<file path="src/rtl/mem_pkg.sv">
// rtl/mem_pkg.sv - shared size/response encodings and master FSM state type
package mem_pkg;

    localparam logic [1:0] SZ_B = 2'd0;
    localparam logic [1:0] SZ_H = 2'd1;
    localparam logic [1:0] SZ_W = 2'd2;

    localparam logic [1:0] RESP_OKAY   = 2'b00;
    localparam logic [1:0] RESP_SLVERR = 2'b10;

    typedef enum logic [2:0] {
        ST_IDLE,
        ST_RD_ADDR,
        ST_RD_DATA,
        ST_WR_REQ,
        ST_WR_RESP,
        ST_DONE
    } state_t;

    // Size 3 is never legal; half needs even address, word needs 4-byte alignment.
    function automatic logic is_misaligned(input logic [1:0] size, input logic [1:0] addr_lo);
        logic bad;
        bad = 1'b1;
        if (size == SZ_B)      bad = 1'b0;
        else if (size == SZ_H) bad = addr_lo[0];
        else if (size == SZ_W) bad = (addr_lo != 2'b00);
        return bad;
    endfunction

endpackage

</file>
<file path="src/rtl/lane_align.sv">
// rtl/lane_align.sv - byte-lane placement for stores and lane extraction/extension for loads
import mem_pkg::*;

module lane_align (
    input  logic [1:0]  size,
    input  logic        unsigned_ld,
    input  logic [1:0]  addr_lo,
    input  logic [31:0] wdata_in,
    input  logic [31:0] rdata_in,
    output logic [31:0] wdata_out,
    output logic [3:0]  wstrb_out,
    output logic [31:0] rdata_out
);

    logic [31:0] rshift;

    // Shift store data up to its lane, pick strobes, and pull the load lane down to bit 0.
    always_comb begin
        wdata_out = wdata_in << {addr_lo, 3'b000};
        rshift    = rdata_in >> {addr_lo, 3'b000};
        if (size == SZ_B) begin
            wstrb_out = 4'b0001 << addr_lo;
            rdata_out = unsigned_ld ? {24'h000000, rshift[7:0]}
                                    : {{24{rshift[7]}}, rshift[7:0]};
        end else if (size == SZ_H) begin
            wstrb_out = 4'b0011 << addr_lo;
            rdata_out = unsigned_ld ? {16'h0000, rshift[15:0]}
                                    : {{16{rshift[15]}}, rshift[15:0]};
        end else begin
            wstrb_out = 4'b1111;
            rdata_out = rshift;
        end
    end

endmodule

</file>
<file path="src/rtl/core_axi_master.sv">
// rtl/core_axi_master.sv - single-outstanding core load/store to AXI4-Lite master bridge
import mem_pkg::*;

module core_axi_master #(
    parameter int ADDR_W = 32,
    parameter int DATA_W = 32
) (
    input  logic                clk,
    input  logic                rstn,
    input  logic                req_valid,
    output logic                req_ready,
    input  logic                req_we,
    input  logic [1:0]          req_size,
    input  logic                req_unsigned,
    input  logic [ADDR_W-1:0]   req_addr,
    input  logic [DATA_W-1:0]   req_wdata,
    output logic                resp_valid,
    output logic [DATA_W-1:0]   resp_rdata,
    output logic                resp_err,
    output logic [ADDR_W-1:0]   axi_araddr,
    output logic                axi_arvalid,
    input  logic                axi_arready,
    input  logic [DATA_W-1:0]   axi_rdata,
    input  logic [1:0]          axi_rresp,
    input  logic                axi_rvalid,
    output logic                axi_rready,
    output logic [ADDR_W-1:0]   axi_awaddr,
    output logic                axi_awvalid,
    input  logic                axi_awready,
    output logic [DATA_W-1:0]   axi_wdata,
    output logic [DATA_W/8-1:0] axi_wstrb,
    output logic                axi_wvalid,
    input  logic                axi_wready,
    input  logic [1:0]          axi_bresp,
    input  logic                axi_bvalid,
    output logic                axi_bready
);

    state_t      state;
    logic [1:0]  r_size;
    logic        r_unsigned;
    logic [1:0]  r_addr_lo;
    logic        aw_done;
    logic        w_done;

    logic [1:0]  lane_size;
    logic        lane_unsigned;
    logic [1:0]  lane_addr_lo;
    logic [31:0] lane_wdata;
    logic [3:0]  lane_wstrb;
    logic [31:0] lane_rdata;
    logic        aw_fire;
    logic        w_fire;

    // In IDLE the lane logic sees the incoming request (store lanes); afterwards the held fields (load extraction).
    always_comb begin
        lane_size     = (state == ST_IDLE) ? req_size      : r_size;
        lane_unsigned = (state == ST_IDLE) ? req_unsigned  : r_unsigned;
        lane_addr_lo  = (state == ST_IDLE) ? req_addr[1:0] : r_addr_lo;
        aw_fire       = axi_awvalid & axi_awready;
        w_fire        = axi_wvalid & axi_wready;
    end

    lane_align u_lane_align (
        .size        (lane_size),
        .unsigned_ld (lane_unsigned),
        .addr_lo     (lane_addr_lo),
        .wdata_in    (req_wdata),
        .rdata_in    (axi_rdata),
        .wdata_out   (lane_wdata),
        .wstrb_out   (lane_wstrb),
        .rdata_out   (lane_rdata)
    );

    // Transaction FSM; every bus and response output is a register updated on state transitions.
    always_ff @(posedge clk or negedge rstn) begin
        if (!rstn) begin
            state       <= ST_IDLE;
            r_size      <= SZ_B;
            r_unsigned  <= 1'b0;
            r_addr_lo   <= 2'b00;
            aw_done     <= 1'b0;
            w_done      <= 1'b0;
            req_ready   <= 1'b1;
            resp_valid  <= 1'b0;
            resp_rdata  <= '0;
            resp_err    <= 1'b0;
            axi_araddr  <= '0;
            axi_arvalid <= 1'b0;
            axi_rready  <= 1'b0;
            axi_awaddr  <= '0;
            axi_awvalid <= 1'b0;
            axi_wdata   <= '0;
            axi_wstrb   <= '0;
            axi_wvalid  <= 1'b0;
            axi_bready  <= 1'b0;
        end else begin
            case (state)
                ST_IDLE: begin
                    if (req_valid) begin
                        r_size     <= req_size;
                        r_unsigned <= req_unsigned;
                        r_addr_lo  <= req_addr[1:0];
                        req_ready  <= 1'b0;
                        resp_rdata <= '0;
                        resp_err   <= 1'b0;
                        if (is_misaligned(req_size, req_addr[1:0])) begin
                            resp_valid <= 1'b1;
                            resp_err   <= 1'b1;
                            state      <= ST_DONE;
                        end else if (req_we) begin
                            axi_awaddr  <= {req_addr[ADDR_W-1:2], 2'b00};
                            axi_wdata   <= lane_wdata;
                            axi_wstrb   <= lane_wstrb;
                            axi_awvalid <= 1'b1;
                            axi_wvalid  <= 1'b1;
                            aw_done     <= 1'b0;
                            w_done      <= 1'b0;
                            state       <= ST_WR_REQ;
                        end else begin
                            axi_araddr  <= {req_addr[ADDR_W-1:2], 2'b00};
                            axi_arvalid <= 1'b1;
                            state       <= ST_RD_ADDR;
                        end
                    end
                end
                ST_RD_ADDR: begin
                    if (axi_arready) begin
                        axi_arvalid <= 1'b0;
                        axi_rready  <= 1'b1;
                        state       <= ST_RD_DATA;
                    end
                end
                ST_RD_DATA: begin
                    if (axi_rvalid) begin
                        axi_rready <= 1'b0;
                        resp_err   <= (axi_rresp != RESP_OKAY);
                        resp_rdata <= (axi_rresp == RESP_OKAY) ? lane_rdata : '0;
                        resp_valid <= 1'b1;
                        state      <= ST_DONE;
                    end
                end
                ST_WR_REQ: begin
                    if (aw_fire) begin
                        axi_awvalid <= 1'b0;
                        aw_done     <= 1'b1;
                    end
                    if (w_fire) begin
                        axi_wvalid <= 1'b0;
                        w_done     <= 1'b1;
                    end
                    if ((aw_done || aw_fire) && (w_done || w_fire)) begin
                        axi_bready <= 1'b1;
                        state      <= ST_WR_RESP;
                    end
                end
                ST_WR_RESP: begin
                    if (axi_bvalid) begin
                        axi_bready <= 1'b0;
                        resp_err   <= (axi_bresp != RESP_OKAY);
                        resp_valid <= 1'b1;
                        state      <= ST_DONE;
                    end
                end
                ST_DONE: begin
                    resp_valid <= 1'b0;
                    req_ready  <= 1'b1;
                    state      <= ST_IDLE;
                end
                default: state <= ST_IDLE;
            endcase
        end
    end

endmodule

</file>
<file path="config.mk">
export PLATFORM = sky130hd
export DESIGN_NAME = core_axi_master
export DESIGN_NICKNAME = d
export VERILOG_FILES = /design/src/rtl/mem_pkg.sv /design/src/rtl/lane_align.sv /design/src/rtl/core_axi_master.sv
export SDC_FILE = /design/constraint.sdc
export NUM_CORES = 1
export LEC_CHECK = 0
export BUFFER_PORTS_ARGS = -buffer_cell sky130_fd_sc_hd__buf_2
export CAP_MARGIN = 30
export CORE_UTILIZATION = 40
export DETAILED_ROUTE_END_ITERATION = 7
export MAX_ROUTING_LAYER = met4
export PLACE_DENSITY = 0.68
export SETUP_SLACK_MARGIN = 0.02
export SLEW_MARGIN = 15
export SYNTH_ARGS = -nofsm -noshare
export SYNTH_HDL_FRONTEND = slang
export SYNTH_SLANG_ARGS = --single-unit
</file>
<file path="constraint.sdc">
create_clock -name clk -period 6.5 [get_ports clk]
set_input_delay 0.325 -clock clk [delete_from_list [all_inputs] [get_ports clk]]
set_output_delay 0.325 -clock clk [all_outputs]
set_load 0.03 [all_outputs]
</file>
==> reports/qor.yml <==
status:
  status: "completed"
global_route:
  grt.overflow.total: 0
  grt_max_degree: 77
  grt_usage: 0.226
  globalRouteMet2Util: 0.331
  grt_use_met3: 0.0573
  grt_pass1_wl_um: 30100
  grt_pass1_vias: 5583
  busiest_layer: "met2"
  met1_usage: 0.306
  antenna_found_initial: 1
timing:
  min_period_over_period: 0.485
  finalHoldViolations: 0
  rsz0062_at_grt: "false"
  setup_viol: 0
  relSlewSlack: 0.492
  skew_ns: 0.0106
  tns_ns: 0
  tightest_slew_ns: 0.762
  slew_viol_final: 0
  fmax_mhz: 317
  period_minus_slack_ns: 3.15
  setup_ws_ns: 3.35
placed_design:
  portBuffers: 247
  gp_congestion: 0.838
  hpwl_um: 13100
  place_ws_ns: 3.37
  dp.cells: 1041
cells_and_area:
  seq_area_um2: 3650
  fillers: 1511
  multi_input_area_um2: 2840
  layout-drive-gt1-share: 0.419
  layout_commonest_cell: "buf_2"
  layout_common_cells: "buf_2 (246), dfrtp_1 (145), nand2_1 (127), mux2_2 (50), nor2_1 (42)"
  fin_nets: 957
  syn_to_final_growth_pct: 29.4
  fin_cells: 1077
  utilization: 0.528
detailed_routing:
  ant_nets: 0
  dr_total_vias: 5689
  first_pass_iters: 6
  vias_per_cell: 5.28
  drc_errors: 0
  post_drt_wl_per_cell_um: 17.3
  drt_wl_total_um: 18600
  drt-initial-drc-count: 356
clocking:
  root_buffer: "clkbuf_16"
  h-tree-depth: 4
  worstSkewPairLatency_ns: 0.43
  cts_sinks: 146
  cts-buffers-inserted: 17
  cts.clk_slew.worst_paths_ns: 0.07
  cts_tree: "built"
  cts_buffer_depth: 2
  post-cts-setup-buffers: 0
power_and_ir_drop:
  p_leak_uw: 0.00456
  seq_power_share: 0.323
  p_int_uw: 2590
  ir_drop_mv: 0.339
  combPwrFrac: 0.475
  sw_frac_of_total: 0.455
  clock_power_share: 0.202
  p_switching_uw: 2170
  cellPowerDensity_nw_per_um2: 545
die:
  die_x_um: 132
  fp.dieH_um: 132
  rows: 47
  io_pins: 252
  coreArea_um2: 16500
  die_area_um2: 17400
  initial_core_util: 0.408
setup_path:
  reg2reg_depth: 6
  critPathArrivalTime_ns: 3.51
  reg2reg_from: "state[0]"
  startpoint_type: "register"
  cp_data_required_time_ns: 6.86
  rr_endpoint: "resp_rdata[28]"
  endpoint_kind: "register"
  cp_max_fo: 16
  worstSetupPathType: "register to register"
  r2r_slack_ns: 3.35
yosys:
  ys_warn_count: 0
  synth_compound_area_frac: 0.135
  ys_seq_area_frac: 0.542
  synth_xor_area_frac: 0
  synthAdderAreaFrac: 0.00371
  synth.distinct_cells: 59
  syn_area_um2: 6750
  ys.flop_type: "dfrtp_1"
  synthSimpleGateAreaFrac: 0.122
  synth_top_family_by_area: "multiplexers"
  synth.area.mux_share: 0.157
  ys_async_sr_fraction: 1.00
  avgSynthCellArea_um2: 11.2
  synthCells: 605
  synth-edff-count: 0
  ys_seq_elements: 146
min_path:
  worstHoldEndpoint: "axi_awaddr[15]"
  whs_path_depth: 3
  worstHoldStart: "req_addr[15]"
  hold_class: "input pin to register"
job:
  cap_violations: 0
==> metal layers <==
metal,up-vias,share of wire,routed length (µm)
met2,276,0.45,8350
met1,2753,0.46,8510
met5,-,0,0
li1,2632,-,-
met4,0,0.015,274
met3,28,0.081,1500
==> how the worst max path moves through the flow <==
stage,slack (ns),start,endpoint
after floorplan,4.39,state[1],axi_wdata[22]
after global placement,3.43,state[1],resp_rdata[18]
after detailed placement,3.37,state[0],resp_rdata[16]
after CTS,3.36,state[0],resp_rdata[27]
after global routing,3.14,state[0],axi_wdata[21]
final,3.35,state[0],resp_rdata[28]
==> state kept, by name (all words and copies together) (netlist names), 2 cells and up <==
signal      count
r_size          2
axi_awaddr     30
axi_wstrb       4
axi_araddr     30
resp_rdata     32
axi_wdata      32
r_addr_lo       2
state           3
==> Yosys cell counts, types with 2 or more instances <==
library cell  number  share of area
a211o_1            3         0.0039
a211oi_1           2         0.0022
a21oi_1           24          0.018
a221o_1           17          0.025
a221oi_1           6         0.0078
a221oi_2           2         0.0045
a22o_1            16          0.021
buf_2             12         0.0089
buf_4              8         0.0089
buf_6              6          0.010
clkbuf_1          14         0.0078
dfrtp_1          145           0.54
ha_1               2         0.0037
inv_1              5         0.0028
mux2_1             2         0.0033
mux2_2            50          0.083
mux2_4             3         0.0067
mux2i_1           37          0.055
mux4_2             2         0.0067
nand2_1          127          0.071
nand2b_1           3         0.0028
nand4_1            3         0.0028
nor2_1            42          0.023
nor2b_1            2         0.0019
nor3_1             5         0.0037
nor3_2             2         0.0030
o21a_1             4         0.0045
o21ai_0           18          0.013
o221ai_1          11          0.014
o22ai_1            2         0.0019
o32ai_1            2         0.0026
==> area by class of cell <==
| type | instances | area share |
|---|---|---|
| diodes | 1 | 0.000287 |
| clock buffers | 17 | 0.0487 |
| clock inverters | 15 | 0.0169 |
| inverters | 7 | 0.00330 |
| multi-input cells | 415 | 0.325 |
| flip-flops and latches | 146 | 0.419 |
| well taps | 220 | 0.0315 |
| repair buffers | 256 | 0.155 |
==> power by group through the flow <==
stage | Clock (µW) | Combinational [µW] | Sequential (µW)
CTS | 979 | 2270 | 1540
floorplan | 0 | 999 | 2180
detailed placement | 0 | 2260 | 1550
finish | 959 | 2260 | 1540
global route | 1010 | 2420 | 1590
global placement | 0 | 2230 | 1540
==> stage by stage <==
stage	hold slack, ns	power [µW]	area, µm²
2_1_floorplan	0.0294	3180	6760
3_3_place_gp	0.370	3760	8070
3_5_place_dp	0.370	3810	8100
4_1_cts	0.0859	4790	8680
5_1_grt	0.101	5030	8730
6_report	0.0989	4760	8730
==> cell families after synthesis <==
group,count (synthesis)
buffers and inverters,47
AO/OA/AOI/OAI,119
multiplexers,95
other,1
adder cells (fa/ha/maj),2
AND/OR/NAND/NOR,195
flip-flops,146
==> what timing repair did <==
item / in CTS / in global routing
endpoints found under the hold margin: 70 / 0
hold buffers: 1 / 0
resized for setup: 0 / 0
==> critical path, stage by stage (launching register included) <==
cell	delay (ns)
dfrtp_1	0.59
nor3_4	0.62
mux2_4	0.44
inv_2	0.28
nand2_1	0.35
nor3_2	0.54
a221o_1	0.24
Note: power is estimated with default switching activity, not from simulation.
